<file path="src/rtl/intr_arb.sv">
// Interrupt priority arbiter: picks the highest-level qualified device request and runs the CPU acknowledge handshake.
// Latency: interrupt rises one cycle after the request is first sampled; the acked device gets a one-cycle dev_ack.
module intr_arb #(
    parameter int NDEV = 4
) (
    input  logic                 clk,
    input  logic                 reset,
    input  logic [NDEV-1:0]      dev_irq,
    input  logic [3*NDEV-1:0]    dev_ipl,
    input  logic [8*NDEV-1:0]    dev_vector,
    input  logic [2:0]           cpu_ipl,
    input  logic                 int_ack,
    output logic                 interrupt,
    output logic [7:0]           interrupt_ipl,
    output logic [7:0]           vector,
    output logic [NDEV-1:0]      dev_ack,
    output logic                 busy
);

    localparam int IW = (NDEV > 1) ? $clog2(NDEV) : 1;

    typedef enum logic [1:0] {IDLE, PEND, ACK, WREL} state_t;

    state_t          state, state_nxt;
    logic [IW-1:0]   win_q, win_nxt, best_idx;
    logic [2:0]      lvl_q, lvl_nxt, best_lvl;
    logic [7:0]      vec_q, vec_nxt;
    logic            found;

    // Strict '>' while scanning upward keeps the lowest index on a level tie.
    always_comb begin
        best_idx = '0;
        best_lvl = '0;
        for (int i = 0; i < NDEV; i++) begin
            if (dev_irq[i] && (dev_ipl[3*i +: 3] > cpu_ipl) && (dev_ipl[3*i +: 3] > best_lvl)) begin
                best_idx = IW'(i);
                best_lvl = dev_ipl[3*i +: 3];
            end
        end
        found = (best_lvl != 3'd0);
    end

    always_comb begin
        state_nxt = state;
        win_nxt   = win_q;
        lvl_nxt   = lvl_q;
        vec_nxt   = vec_q;
        case (state)
            IDLE: begin
                if (found) begin
                    state_nxt = PEND;
                    win_nxt   = best_idx;
                    lvl_nxt   = best_lvl;
                    vec_nxt   = dev_vector[8*best_idx +: 8];
                end
            end
            PEND: begin
                if (int_ack) begin
                    state_nxt = ACK;
                end else if (!dev_irq[win_q] || (cpu_ipl >= lvl_q)) begin
                    state_nxt = IDLE;
                end else if (found && (best_lvl > lvl_q)) begin
                    win_nxt = best_idx;
                    lvl_nxt = best_lvl;
                    vec_nxt = dev_vector[8*best_idx +: 8];
                end
            end
            ACK: begin
                state_nxt = WREL;
            end
            WREL: begin
                if (!int_ack) begin
                    state_nxt = IDLE;
                end
            end
            default: begin
                state_nxt = IDLE;
            end
        endcase
    end

    always_ff @(posedge clk or posedge reset) begin
        if (reset) begin
            state <= IDLE;
            win_q <= '0;
            lvl_q <= '0;
            vec_q <= '0;
        end else begin
            state <= state_nxt;
            win_q <= win_nxt;
            lvl_q <= lvl_nxt;
            vec_q <= vec_nxt;
        end
    end

    // Level 0 never wins, so a cleared level doubles as "no one-hot bit".
    assign interrupt_ipl = (lvl_q == 3'd0) ? 8'h00 : (8'h01 << lvl_q);
    assign interrupt     = (state == PEND);
    assign vector        = vec_q;
    assign busy          = (state != IDLE);

    always_comb begin
        dev_ack = '0;
        if (state == ACK) begin
            dev_ack[win_q] = 1'b1;
        end
    end

endmodule

</file>
<file path="config.mk">
export PLATFORM = sky130hd
export DESIGN_NAME = intr_arb
export DESIGN_NICKNAME = d
export VERILOG_FILES = /design/src/rtl/intr_arb.sv
export SDC_FILE = /design/constraint.sdc
export NUM_CORES = 1
export LEC_CHECK = 0
export ABC_AREA = 1
export BUFFER_PORTS_ARGS = -buffer_cell sky130_fd_sc_hd__buf_4
export CAP_MARGIN = 20
export CELL_PAD_IN_SITES_DETAIL_PLACEMENT = 2
export CELL_PAD_IN_SITES_GLOBAL_PLACEMENT = 2
export CORE_UTILIZATION = 28
export CTS_CLUSTER_SIZE = 40
export DETAILED_ROUTE_END_ITERATION = 8
export PLACE_DENSITY_LB_ADDON = 0.1
export RECOVER_POWER = 100
export SLEW_MARGIN = 20
export SYNTH_ARGS = -nofsm -noshare
export SYNTH_HDL_FRONTEND = slang
export SYNTH_SLANG_ARGS = --single-unit
</file>
<file path="constraint.sdc">
create_clock -name clk -period 4.76 [get_ports clk]
set_input_delay 0.476 -clock clk [delete_from_list [all_inputs] [get_ports clk]]
set_output_delay 0.476 -clock clk [all_outputs]
set_load 0.1 [all_outputs]
</file>
==> flow_summary.json, run 1 <==
{
  "required_ps": 4910,
  "drt_first_pass_iters": 4,
  "drive_gt1_share_pct": 48.0,
  "grt_pass1_vias": 2720,
  "fmax_ghz": 0.187,
  "fin_cells": 496,
  "grt_busiest_layer": "met2",
  "synthCells": 289,
  "violations": "setup timing",
  "worst_path_most_repeated_cell": "nand2_2",
  "met1_usage_pct": 29.8,
  "tns_ps": -7210,
  "internal_power_uw": 682,
  "fin_ws_ps": -582,
  "numCtsBuffers": 3,
  "routed_wirelength_mm": 10.7,
  "vias_per_cell": 5.01,
  "vdd_drop_max_v": 0.000199,
  "met3_usage_pct": 2.60,
  "slew_headroom_pct": 18.8,
  "switching_power_uw": 1290,
  "status": "complete, but fails checks",
  "fp-row-count": 30,
  "core_mm2": 0.00679,
  "grt_first_pass_wirelength_mm": 14.7,
  "dpl.hpwl_mm": 5.98,
  "path_clk_slew_ps": 80,
  "combPwrFrac_pct": 79.7,
  "maxCapViolCount": 0,
  "crit_type": "input pin to flop",
  "syn_nets": 370,
  "synth_cell_types": 28,
  "grt_usage_pct": 25.9,
  "powerDensity_mw_per_mm2": 592,
  "skew_ps": 9.88,
  "cp-start-kind": "input pin",
  "tightest_slew_ps": 1220,
  "grt-ovfl-total": 0,
  "postRouteAntennaNets": 0,
  "period_needed_ps": 5340,
  "slew_viol_final": 0,
  "dp_cells": 479,
  "grt_util_met2_pct": 49.5,
  "first_iter_violations": 64,
  "ff2ff_setup_slack_ps": 2470,
  "worstSkewPairLatency_ps": 270,
  "cts_tree": "built",
  "die_y_um": 85.7,
  "io_pins": 76,
  "finalSetupViolations": 13,
  "final_nets": 482,
  "layout_common_cells": "buf_4 (86), nand2_1 (52), inv_1 (40)",
  "rsz0062_at_grt": "true",
  "ys_ff_latch": 15,
  "cts_buffer_depth": 2,
  "hold_class": "input pin to asynchronous set/reset pin",
  "crit_arrival_ps": 5490,
  "sw_frac_of_total_pct": 65.4,
  "crit_fanout": 6,
  "final_common_cell": "buf_4",
  "cts_num_sinks": 15,
  "worst-path-buf-inv": 7,
  "antennaDiodeCount": 0,
  "finalPower_uw": 1970,
  "antenna_found_initial": 0,
  "clockPowerShare_pct": 6.0,
  "grt_max_degree": 34,
  "syn2layout_area_growth_pct": 69.6,
  "cp_slowest_stage_delay_ps": 320,
  "drcViolationCount": 0,
  "htree_levels": 1,
  "io_buffers": 74,
  "critPathCaptureType": "flop",
  "ys_warn_count": 0,
  "die_area_mm2": 0.00735,
  "yosysSeqAreaShare_pct": 19.1,
  "cts_hold_buffers": 0,
  "initial_core_util_pct": 28.9,
  "hold_viol_final": 0,
  "slowest_stage": "ha_4",
  "clockRootBuffer": "clkbuf_8",
  "chipWidth_um": 85.7,
  "layout_worst_path_cycle_share_pct": 112,
  "cpLargestDelayFamily": "simple AND/OR/NAND/NOR gates",
  "gp_congestion": 0.797,
  "p_leak_uw": 0.00161,
  "via_count": 2484,
  "p_seq_share_pct": 14.3,
  "syn_area_per_cell_um2": 6.79,
  "wl_per_cell_um": 21.5,
  "syn_area_mm2": 0.00196
}
[state kept, by name, indices dropped and copies added, names as in the netlist, named ones only]
| register | flops |
|---|---|
| lvl_q | 3 |
| win_q | 2 |
| state | 1 |
| vector | 8 |
[cell type report]
cell class                 count  area, µm²
clock buffer                   4       45.0
fill                         781       3470
inverter                      49        195
multi-input combinational    218       1750
sequential                    15        375
tap                           96        120
timing repair buffer         114        837
[power by group through the flow]
| stage | clock, µW | combinational, µW | sequential (µW) |
|---|---|---|---|
| 3_5_place_dp | 0 | 1340 | 263 |
| 5_1_grt | 121 | 1650 | 288 |
| 6_report | 119 | 1570 | 282 |
| 3_3_place_gp | 0 | 1310 | 261 |
| 2_1_floorplan | 0 | 755 | 497 |
| 4_1_cts | 106 | 1470 | 269 |
[worst paths after layout]
check / startpoint / cells after the start / endpoint
max: cpu_ipl[2] / 37 / vector[3]
min: reset / 2 / asynchronous set/reset pin
max reg2reg: lvl_q[1] / 12 / vector[3]
min reg2reg: state[0] / 1 / state[0]
max in group asynchronous: reset / 2 / vector[3]
min in group clk: state[0] / 1 / state[0]
[what timing repair did]
item                                    4_1_cts  5_1_grt
pin swaps                                    14       39
setup buffers                                 3        8
gates resized for setup                      38       49
cloned                                        2        0
endpoints found under the setup margin       13       14
[layer usage]
metal	share of wire, %	vias up
li1	-	1183
met1	40	1206
met2	54	68
met3	2.8	27
met4	3.0	0
met5	0	-
[cell families (layout without fill, tap and decap cells)]
logic type | count (synthesis) | in the layout | share of synthesized area [%]
buf+inv | 56 | 167 | 11.9
flops | 15 | 15 | 19.1
fa+ha+maj | 27 | 27 | 17.2
simple gates | 155 | 155 | 39.7
compound gates | 35 | 35 | 11.8
other cells | 1 | 1 | 0.191
[synth_stat cells]
library cell | count | area (µm²)
nand3_1 | 21 | 105
buf_4 | 1 | 7.51
nand3b_1 | 4 | 30.0
buf_6 | 2 | 22.5
conb_1 | 1 | 3.75
inv_1 | 48 | 180
nor2_2 | 1 | 6.26
nand3_4 | 1 | 17.5
nand2_1 | 85 | 319
o21ai_0 | 5 | 25.0
or2_0 | 1 | 6.26
nand3_2 | 13 | 130
o21ai_1 | 1 | 5.00
buf_2 | 4 | 20.0
a31oi_1 | 2 | 12.5
nor2_1 | 5 | 18.8
nand4_1 | 5 | 31.3
nor2_4 | 2 | 22.5
ha_1 | 27 | 338
inv_2 | 1 | 3.75
nand2_2 | 3 | 18.8
nor3_1 | 11 | 55.1
o21ai_2 | 1 | 8.76
a21oi_1 | 9 | 45.0
o2111ai_2 | 1 | 15.0
and2_1 | 3 | 18.8
dfrtp_1 | 15 | 375
o211ai_1 | 16 | 120
[per-stage QoR]
stage	hold WS (ps)	instance area [µm²]	worst slack (ps)	utilization, %
final	293	3330	-582	49.0
after global routing	330	3330	-825	49.0
after CTS	318	3160	-350	46.6
after detailed placement	455	2880	-732	42.4
after global placement	456	2880	-486	42.4
after floorplan	377	2040	-174	-
Note: power is estimated with default switching activity, not from simulation.
==> run 2: changes to the inputs <==
--- a/constraint.sdc
+++ b/constraint.sdc
@@ -3,2 +3,2 @@
 set_output_delay 0.476 -clock clk [all_outputs]
-set_load 0.1 [all_outputs]
+set_load 0.05 [all_outputs]
==> run 2 against run 1 <==
The run still ends with setup timing left. Critical path depth grew 1. Core utilization increased by 5.2 points. Fmax is 1.2% lower. Die area unchanged. Sequential power grew 7.4%. Largest power group unchanged.
==> flow_summary.json, run 2 (synthesis results as in run 1) <==
{
  "grt_max_degree": 34,
  "slew_viol_final": 0,
  "fmax_ghz": 0.185,
  "fp-row-count": 30,
  "violations": "setup timing",
  "core_mm2": 0.00679,
  "hold_class": "input pin to asynchronous set/reset pin",
  "wl_per_cell_um": 25.4,
  "dp_cells": 489,
  "gp_congestion": 0.794,
  "vias_per_cell": 5.33,
  "antennaDiodeCount": 0,
  "status": "complete, but fails checks",
  "sw_frac_of_total_pct": 58.7,
  "grt_first_pass_wirelength_mm": 15.3,
  "multi_input_comb_area_mm2": 0.00190,
  "cts_hold_buffers": 0,
  "routed_wirelength_mm": 13.0,
  "required_ps": 4960,
  "tightest_slew_ps": 641,
  "initial_core_util_pct": 28.9,
  "layout_common_cells": "buf_4 (116), inv_1 (41), nand2_1 (40)",
  "p_leak_uw": 0.00180,
  "cts_num_sinks": 15,
  "fin_ws_ps": -648,
  "crit_type": "input pin to flop",
  "fin_cells": 513,
  "chipWidth_um": 85.7,
  "skew_ps": 6.67,
  "drive_gt1_share_pct": 57.3,
  "cp_slowest_stage_delay_ps": 320,
  "final_common_cell": "buf_4",
  "via_count": 2736,
  "final_nets": 499,
  "cp-start-kind": "input pin",
  "maxCapViolCount": 0,
  "grt_usage_pct": 27.1,
  "crit_arrival_ps": 5610,
  "critPathCaptureType": "flop",
  "cts_buffer_depth": 2,
  "layout_worst_path_cycle_share_pct": 114,
  "io_pins": 76,
  "dpl.hpwl_mm": 6.23,
  "htree_levels": 1,
  "path_clk_slew_ps": 80,
  "numCtsBuffers": 3,
  "crit_fanout": 7,
  "drt_first_pass_iters": 6,
  "combPwrFrac_pct": 79.0,
  "reg2reg_from": "lvl_q[1]",
  "grt_pass1_vias": 2817,
  "cts_tree": "built",
  "worst_path_most_repeated_cell": "nand2_2",
  "largest_reg_flops": 8,
  "slowest_stage": "ha_4",
  "drcViolationCount": 0,
  "vdd_drop_max_v": 0.000185,
  "finalSetupViolations": 14,
  "period_needed_ps": 5410,
  "crit_start": "cpu_ipl[2]",
  "finalPower_uw": 2010,
  "die_area_mm2": 0.00735,
  "io_buffers": 74,
  "slew_headroom_pct": 57.4,
  "worstSkewPairLatency_ps": 270,
  "grt-ovfl-total": 0,
  "hold_viol_final": 0,
  "postRouteAntennaNets": 0,
  "clockPowerShare_pct": 5.9,
  "place_area_mm2": 0.00298,
  "die_y_um": 85.7,
  "p_seq_share_pct": 15.1,
  "antenna_found_initial": 0,
  "stdcell_area_mm2": 0.00368,
  "rsz0062_at_grt": "true",
  "clockRootBuffer": "clkbuf_8",
  "switching_power_uw": 1180,
  "powerDensity_mw_per_mm2": 546,
  "final-seq-area_um2": 375,
  "internal_power_uw": 830,
  "tns_ps": -8160,
  "n_fill_cell": 736,
  "syn2layout_area_growth_pct": 87.6,
  "first_iter_violations": 126
}
## run 2: cell types whose count changed in the layout (fill, tap and decap cells not counted), sizes merged
cell	previous run	this run
buf	92	121
clkbuf	26	14
## run 2: power groups by stage
stage          Clock (µW)  Combinational, µW  Sequential (µW)
2_1_floorplan           0                620              364
3_3_place_gp            0               1090              258
3_5_place_dp            0               1130              261
4_1_cts               109               1260              269
5_1_grt               124               1650              306
6_report              119               1590              303
## run 2: worst paths after layout
check | to | slack [ps] | cells after the start
setup / recovery | lvl_q[0] | -650 | 38
hold / removal | state[0] | 290 | 2
setup reg to reg | lvl_q[0] | 2230 | 12
hold reg to reg | state[0] | 500 | 1
max in group asynchronous | vector[2] | 4060 | 2
min in group clk | state[0] | 500 | 1
## run 2: metrics by stage
step	util (%)	setup WS, ps	hold WS [ps]
CTS	48.3	-509	304
floorplan	-	-162	377
global placement	43.9	-543	442
finish	54.2	-648	289
global route	54.2	-821	335
detailed placement	43.9	-911	444
## run 2: worst max-delay path, delay by kind of cell
| kind | cells | cell delay (ps) |
|---|---|---|
| buffers and inverters | 7 | 710 |
| AOI/OAI and AO/OA | 3 | 520 |
| and+or+nand+nor | 23 | 2490 |
| adders and majority gates | 5 | 1400 |
## run 2: area by class of cell
class | instances | share of cell area (%)
clock buffer | 4 | 1.22
inverter | 49 | 5.23
multi-input combinational | 218 | 51.6
sequential | 15 | 10.2
tap | 96 | 3.26
timing repair buffer | 131 | 28.5
## run 2: what timing repair did
item                                    in CTS  in global routing
setup buffers                                8                 10
pin swaps                                   14                 46
endpoints found under the hold margin        0                  0
gates resized for setup                     37                 79
gates cloned                                 1                  1
endpoints found under the setup margin      13                 14
## run 2: routing by layer
| metal | wire (µm) | GRT usage (%) | share of wire [%] |
|---|---|---|---|
| met1 | 5230 | 33.4 | 40 |
| met3 | 520 | 2.69 | 4.0 |
| met2 | 6960 | 50.2 | 53 |
| met4 | 330 | 7.42 | 2.5 |
| met5 | 0 | 0 | 0 |
